## config.mk

```make
export PLATFORM = sky130hd
export DESIGN_NAME = sram_rd_pipe
export DESIGN_NICKNAME = d
export VERILOG_FILES = /design/src/rtl/sram_rd_pipe.sv
export SDC_FILE = /design/constraint.sdc
export NUM_CORES = 1
export LEC_CHECK = 0
export ABC_AREA = 1
export CORE_MARGIN = 3
export CORE_UTILIZATION = 25
export CTS_CLUSTER_SIZE = 16
export DETAILED_ROUTE_END_ITERATION = 10
export PLACE_DENSITY = 0.53
export SLEW_MARGIN = 0
export SYNTH_ARGS = -nofsm -noshare
export SYNTH_HDL_FRONTEND = slang
export SYNTH_SLANG_ARGS = --single-unit
```

## constraint.sdc

```tcl
create_clock -name clk -period 1.1 [get_ports clk]
set_input_delay 0.22 -clock clk [delete_from_list [all_inputs] [get_ports clk]]
set_output_delay 0.22 -clock clk [all_outputs]
set_load 0.005 [all_outputs]
```

## src/rtl/sram_rd_pipe.sv

```systemverilog
// sram_rd_pipe: 1- or 2-cycle read return stage; dout holds between completed reads
module sram_rd_pipe #(
  parameter int DATA_WIDTH   = 32,
  parameter int READ_LATENCY = 1
) (
  input  logic                  clk,
  input  logic                  rst,
  input  logic                  req,
  input  logic [DATA_WIDTH-1:0] din,
  output logic [DATA_WIDTH-1:0] dout,
  output logic                  dvalid
);
  logic                  v_q;
  logic [DATA_WIDTH-1:0] d_q;
  if (READ_LATENCY == 2) begin : g_lat2
    always_ff @(posedge clk or posedge rst)
      if (rst) begin
        v_q <= 1'b0;
        d_q <= '0;
      end else begin
        v_q <= req;
        if (req) d_q <= din;
      end
  end else begin : g_lat1
    assign v_q = req;
    assign d_q = din;
  end
  always_ff @(posedge clk or posedge rst)
    if (rst) begin
      dout   <= '0;
      dvalid <= 1'b0;
    end else begin
      dvalid <= v_q;
      if (v_q) dout <= d_q;
    end
endmodule

```

==> impl_metrics.json, run 1 <==
{
  "worstSetupStartpointType": "flop",
  "cts_buffers": 5,
  "synth_top_cells_by_area": "dfrtp_1 63%, nand2_1 24%, nand2_2 4.7%",
  "drv.max_cap_violation_count": 0,
  "critical_path.top_delay_family": "flip-flops",
  "timing.critical_path.to_type": "primary output",
  "largest_voltage_drop_on_the_vdd_net_uv": 602.1,
  "nets": 263,
  "top_level_i_o_count": 68,
  "synth.most_common_cell": "nand2_1",
  "global_route_wire_length_before_repair_mm": 5.609,
  "timing.critical_path.slowest_cell_delay_ps": 390,
  "yosysWarnings": 0,
  "antenna_violations_before_repair": 0,
  "chipHeight_um": 78.70,
  "postSynth.asyncResetShare_pct": 100.0,
  "worst_hold_slack_ps": 285.1,
  "ctsHtreeMaxLevel": 2,
  "floorplan.rows": 25,
  "worst-endpoint-required_ps": 880,
  "drive_gt1_share_pct": 31.44,
  "hold_violations": 0,
  "clock_tree.buffer_depth": 2,
  "crit_chain": "buf_2",
  "criticalPathCategory": "reg -> out",
  "setup_viol": 0,
  "period_share_pct": 92.14,
  "grt_max_degree": 34,
  "synthDistinctLibCells": 8,
  "rsz0062_at_grt": "no",
  "area.growth.synth_to_final_pct": 57.48,
  "detail_route.wirelength_mm": 3.353,
  "fin_skew_ps": 0,
  "synthFlopType": "dfrtp_1",
  "cp_max_fo": 2,
  "die_area_um2": 6194,
  "drt_iter0_markers": 39,
  "number_of_max_slew_violations_in_the_final_report": 0,
  "multi_input_area_um2": 385.4,
  "timing.slew.headroom_pct": 85.44,
  "routed-via-count": 1157,
  "die_x_um": 78.70,
  "outcome": "completed",
  "clock_input_transition_at_the_sequential_cells_of_the_worst_setup_and_hold_paths_ps": 60,
  "worst_pin_slew_ps": 218.3,
  "synthDominantAreaCellType": "dfrtp_1",
  "initial_utilization_pct": 26.90,
  "yosys-top-cells-count": "86 x nand2_1, 33 x dfrtp_1, 10 x nand2_2, 3 x buf_6, 3 x clkbuf_8",
  "number_of_enable_flip_flop_cells_after_synthesis": 0,
  "global_route.usage.total_pct": 11.60,
  "cellLeakagePower_nw": 1.126,
  "synthesis.area_um2": 1321,
  "power-per-cell-area_nw_per_um2": 1324,
  "ys_seq_elements": 33,
  "min_tclk_post_route_ps": 1014,
  "detailedPlace.worstSlack_ps": -143.2,
  "post_drt_wl_per_cell_um": 11.33,
  "cts_hold_repair.buffers": 0,
  "synthesis.instances": 138,
  "critical_path.slowest_cell": "dfrtp_1",
  "grt_overflow": 0,
  "post-synth-top-area-fraction_pct": 62.50,
  "placeable_core_region_um2": 4911,
  "finalSetupTns_ps": 0,
  "synth.avg_cell_area_um2": 9.574,
  "fill_cells": 525,
  "finalWorstSetupSlack_ps": 86.43,
  "drt_pre_antenna_iters": 4,
  "achievable-frequency_mhz": 986.6,
  "clkLatencyLatePin_ps": 270,
  "detailedPlacementHpwl_mm": 2.214,
  "ant_nets": 0,
  "seq_cell_area_um2": 825.8,
  "cell_area_after_layout_um2": 2081,
  "vias_per_cell": 3.909,
  "post_dp_cell_area_um2": 2061,
  "ctsRootBufferMaster": "clkbuf_8",
  "sum_of_buffers_and_inverters_on_the_critical_path": 1,
  "antenna_fix_cells": 0,
  "port_buffers": 67,
  "crit_arrival_ps": 790,
  "cts_sinks": 33,
  "post-route-drc-count": 0,
  "worstHoldPathType": "in -> async",
  "final_weighted_congestion_in_routability_driven_placement": 0.6928,
  "synth.yosys.seq_area_share_pct": 62.50,
  "grt_pass1_vias": 1226,
  "tritoncts": "yes",
  "syn-num-nets": 173
}
## cell usage in the layout, fill, tap and decap left out
cell type         n
buf_12            1
buf_2            17
buf_4            22
clkbuf_1          3
clkbuf_2         16
clkbuf_8          5
clkdlybuf4s50_1  34
dfrtp_1          33
inv_1             1
inv_8             1
nand2_1          86
nand2_2          10
## per-layer routing
layer,vias to the layer above,share of wire (%),track usage (%)
li1,588,-,-
met1,515,43,13.10
met2,54,45,18.93
met3,0,12,6.689
met4,0,0,2.622
met5,-,0,0
## power breakdown
| group | internal (mW) | switching, mW | total (mW) |
|---|---|---|---|
| combinational | 0.312 | 0.217 | 0.529 |
| clock | 0.449 | 0.404 | 0.853 |
| sequential | 1.32 | 0.0536 | 1.37 |
## worst register-to-register path, cell delays in order, from the launching register on
cell	delay, ps
dfrtp_1	380
buf_4	140
buf_4	120
nand2_1	50
nand2_1	40
## logic make-up (layout without fill, tap and decap cells)
kind of cell,Yosys count,after routing,synth area share [%]
AND/OR/NAND/NOR,96,96,29.17
flip-flops,33,33,62.50
buffers and inverters,9,100,8.333
## sequential cells by signal, indices dropped and copies added, names as in the netlist
register	cells
dout	32
dvalid	1
## final timing paths
path,endpoint,cells past startpoint,slack (ps),startpoint
hold / removal,dout[16]$_DFFE_PP0P_,3,290,rst
hold reg to reg,dout[22]$_DFFE_PP0P_,2,470,dout[22]$_DFFE_PP0P_
setup reg to reg,dout[23]$_DFFE_PP0P_,4,270,dout[23]$_DFFE_PP0P_
setup / recovery,dout[20],1,90,dout[20]$_DFFE_PP0P_
min in group clk,dout[22]$_DFFE_PP0P_,2,470,dout[22]$_DFFE_PP0P_
max in group asynchronous,dout[25]$_DFFE_PP0P_,3,640,rst
## cell type report
| type | instances | share of cell area [%] |
|---|---|---|
| Multi-Input combinational cell | 96 | 18.52 |
| Timing Repair Buffer | 90 | 33.19 |
| Tap cell | 67 | 4.029 |
| Inverter | 2 | 0.7216 |
| Sequential cell | 33 | 39.69 |
| Clock buffer | 8 | 3.848 |
## repair_timing
| item | CTS | global route |
|---|---|---|
| resized for setup | 100 | 16 |
| hold endpoints to repair | 0 | 0 |
| endpoints found under the setup margin | 33 | 16 |
| buffers inserted | 11 | 3 |
## stage by stage
stage | power (mW) | util (%) | instances
2_1_floorplan | 1.588 | - | 138
3_3_place_gp | 1.975 | 41.96 | 274
3_5_place_dp | 1.976 | 41.96 | 274
4_1_cts | 2.816 | 43.54 | 293
5_1_grt | 2.932 | 42.37 | 296
6_report | 2.755 | 42.37 | 296
Note: power is estimated with default switching activity, not from simulation.
==> inputs of run 2 (changes only) <==
Settings changed: PLACE_DENSITY 0.53 to not set.
==> impl_metrics.json, run 2 (synthesis results as in run 1) <==
{
  "outcome": "completed",
  "critical_path.slowest_cell": "dfrtp_1",
  "worst_pin_slew_ps": 208.1,
  "cellLeakagePower_nw": 1.179,
  "cts_sinks": 33,
  "setup_viol": 0,
  "ctsRootBufferMaster": "clkbuf_8",
  "top_regs": "dout (32), dvalid (1)",
  "min_tclk_post_route_ps": 1077,
  "power.clock.fraction_pct": 37.3,
  "antenna_violations_before_repair": 0,
  "global_route.usage.total_pct": 10.29,
  "routed-via-count": 1137,
  "fin_skew_ps": 0,
  "period_share_pct": 97.92,
  "cts_hold_repair.buffers": 0,
  "total_switching_power_uw": 683.6,
  "rsz0062_at_grt": "no",
  "largest_voltage_drop_on_the_vdd_net_uv": 512.6,
  "grt_pass1_vias": 1074,
  "number_of_max_slew_violations_in_the_final_report": 0,
  "die_x_um": 78.70,
  "power_frac_comb_pct": 18.1,
  "dp.cells": 278,
  "clock_tree.buffer_depth": 2,
  "initial_utilization_pct": 26.90,
  "drt_iter0_markers": 27,
  "ff2ff_path_depth": 5,
  "top_level_i_o_count": 68,
  "worstSetupStartpointType": "flop",
  "timing.critical_path.to_type": "primary output",
  "timing.slew.headroom_pct": 86.13,
  "vias_per_cell": 3.777,
  "grt_overflow": 0,
  "post-route-util_pct": 44.48,
  "port_buffers": 67,
  "critical_path_depth_in_cells": 1,
  "ant_nets": 0,
  "drv.max_cap_violation_count": 0,
  "area.growth.synth_to_final_pct": 65.34,
  "die_area_um2": 6194,
  "detailedPlacementHpwl_mm": 2.153,
  "sum_of_buffers_and_inverters_on_the_critical_path": 1,
  "nets": 268,
  "finish.cell_count_without_fillers": 301,
  "layout_commonest_cell": "nand2_1",
  "clock_input_transition_at_the_sequential_cells_of_the_worst_setup_and_hold_paths_ps": 70,
  "drive_gt1_share_pct": 33.33,
  "crit_arrival_ps": 860,
  "final_weighted_congestion_in_routability_driven_placement": 0.7014,
  "worstHoldPathType": "in -> async",
  "global_route_wire_length_before_repair_mm": 4.926,
  "commonest_cells_after_routing_fill_and_taps_aside": "86 x nand2_1, 34 x clkdlybuf4s50_1, 33 x dfrtp_1, 25 x buf_4, 23 x clkbuf_2",
  "criticalPathCategory": "reg -> out",
  "antenna_fix_cells": 0,
  "post-route-drc-count": 0,
  "post_drt_wl_per_cell_um": 10.45,
  "detail_route.wirelength_mm": 3.146,
  "ctsHtreeMaxLevel": 2,
  "hold_violations": 0,
  "drt_pre_antenna_iters": 4,
  "power.sequential.fraction_pct": 44.6,
  "power_report.internal_total_mw": 2.398,
  "timing.critical_path.slowest_cell_delay_ps": 380,
  "grt_max_degree": 34,
  "critical_path.top_delay_family": "flip-flops",
  "finalWorstSetupSlack_ps": 22.85,
  "cp_max_fo": 2,
  "achievable-frequency_mhz": 928.4,
  "clkLatencyLatePin_ps": 280,
  "worst-endpoint-required_ps": 880,
  "floorplan.rows": 25,
  "fill_cells": 511,
  "power-per-cell-area_nw_per_um2": 1411,
  "regMostFlops": "dout",
  "largest_register_ff_count": 32,
  "placeable_core_region_um2": 4911,
  "detailedPlace.worstSlack_ps": -162.1,
  "chipHeight_um": 78.70,
  "netSwitchingFraction_pct": 22.18,
  "crit_chain": "clkdlybuf4s15_1",
  "tritoncts": "yes",
  "cts_buffers": 5
}
-- run 2: cell types whose count changed in the layout (fill, tap and decap cells not counted), sizes merged --
cell           before  now
buf                40   37
bufinv              0    1
clkbuf             24   30
clkdlybuf4s15       0    1
-- run 2: final timing paths --
| path | from | endpoint | slack [ps] |
|---|---|---|---|
| worst max register to register | dout[1]$_DFFE_PP0P_ | dout[1]$_DFFE_PP0P_ | 160 |
| max in group asynchronous | rst | dout[11]$_DFFE_PP0P_ | 630 |
| worst min-delay path | rst | dout[12]$_DFFE_PP0P_ | 290 |
| worst max-delay path | dout[1]$_DFFE_PP0P_ | dout[1] | 20 |
| worst min register to register | dout[12]$_DFFE_PP0P_ | dout[12]$_DFFE_PP0P_ | 460 |
| min in group clk | dout[12]$_DFFE_PP0P_ | dout[12]$_DFFE_PP0P_ | 460 |
-- run 2: metrics by stage --
step	TNS (ps)	power [mW]	cell area (µm²)	hold WS, ps
floorplan	0	1.588	1321	251.4
global placement	-4066	1.996	2116	453.1
detailed placement	-4546	1.999	2116	457.3
CTS	-1.100	3.161	2282	290.5
global route	0	3.237	2185	300.7
finish	0	3.082	2185	285.8
-- run 2: power groups by stage --
| stage | sequential (mW) | clock (mW) | combinational, mW |
|---|---|---|---|
| 5_1_grt | 1.39 | 1.23 | 0.618 |
| 2_1_floorplan | 1.41 | 0 | 0.177 |
| 3_5_place_dp | 1.40 | 0 | 0.600 |
| 4_1_cts | 1.37 | 1.19 | 0.594 |
| 6_report | 1.37 | 1.15 | 0.557 |
| 3_3_place_gp | 1.40 | 0 | 0.596 |
-- run 2: layer usage --
layer  up-vias  track usage [%]  wire [µm]
met1       495            11.82       1364
met3         6            4.082        266
met2        41            17.06       1481
li1        595                -          -
met4         0            4.196         34
met5         -                0          0
-- run 2: area by class of cell --
| cell class | instances | area (µm²) | share of cell area, % |
|---|---|---|---|
| clock buffer | 7 | 86.33 | 3.952 |
| clock inverter | 1 | 30.03 | 1.375 |
| inverter | 2 | 15.01 | 0.6873 |
| multi-input combinational | 96 | 385.4 | 17.64 |
| sequential | 33 | 825.8 | 37.80 |
| tap | 67 | 83.83 | 3.837 |
| timing repair buffer | 95 | 758.2 | 34.71 |
-- run 2: what timing repair did --
action | 4_1_cts | 5_1_grt
setup buffers | 11 | 4
setup endpoints to repair | 33 | 26
resized for setup | 82 | 25
==> inputs of run 3 (changes only) <==
Settings changed: HOLD_SLACK_MARGIN set to 0.1.
==> results of run 3 <==
No change in the layout: final DEF, timing and power equal those of run 2.
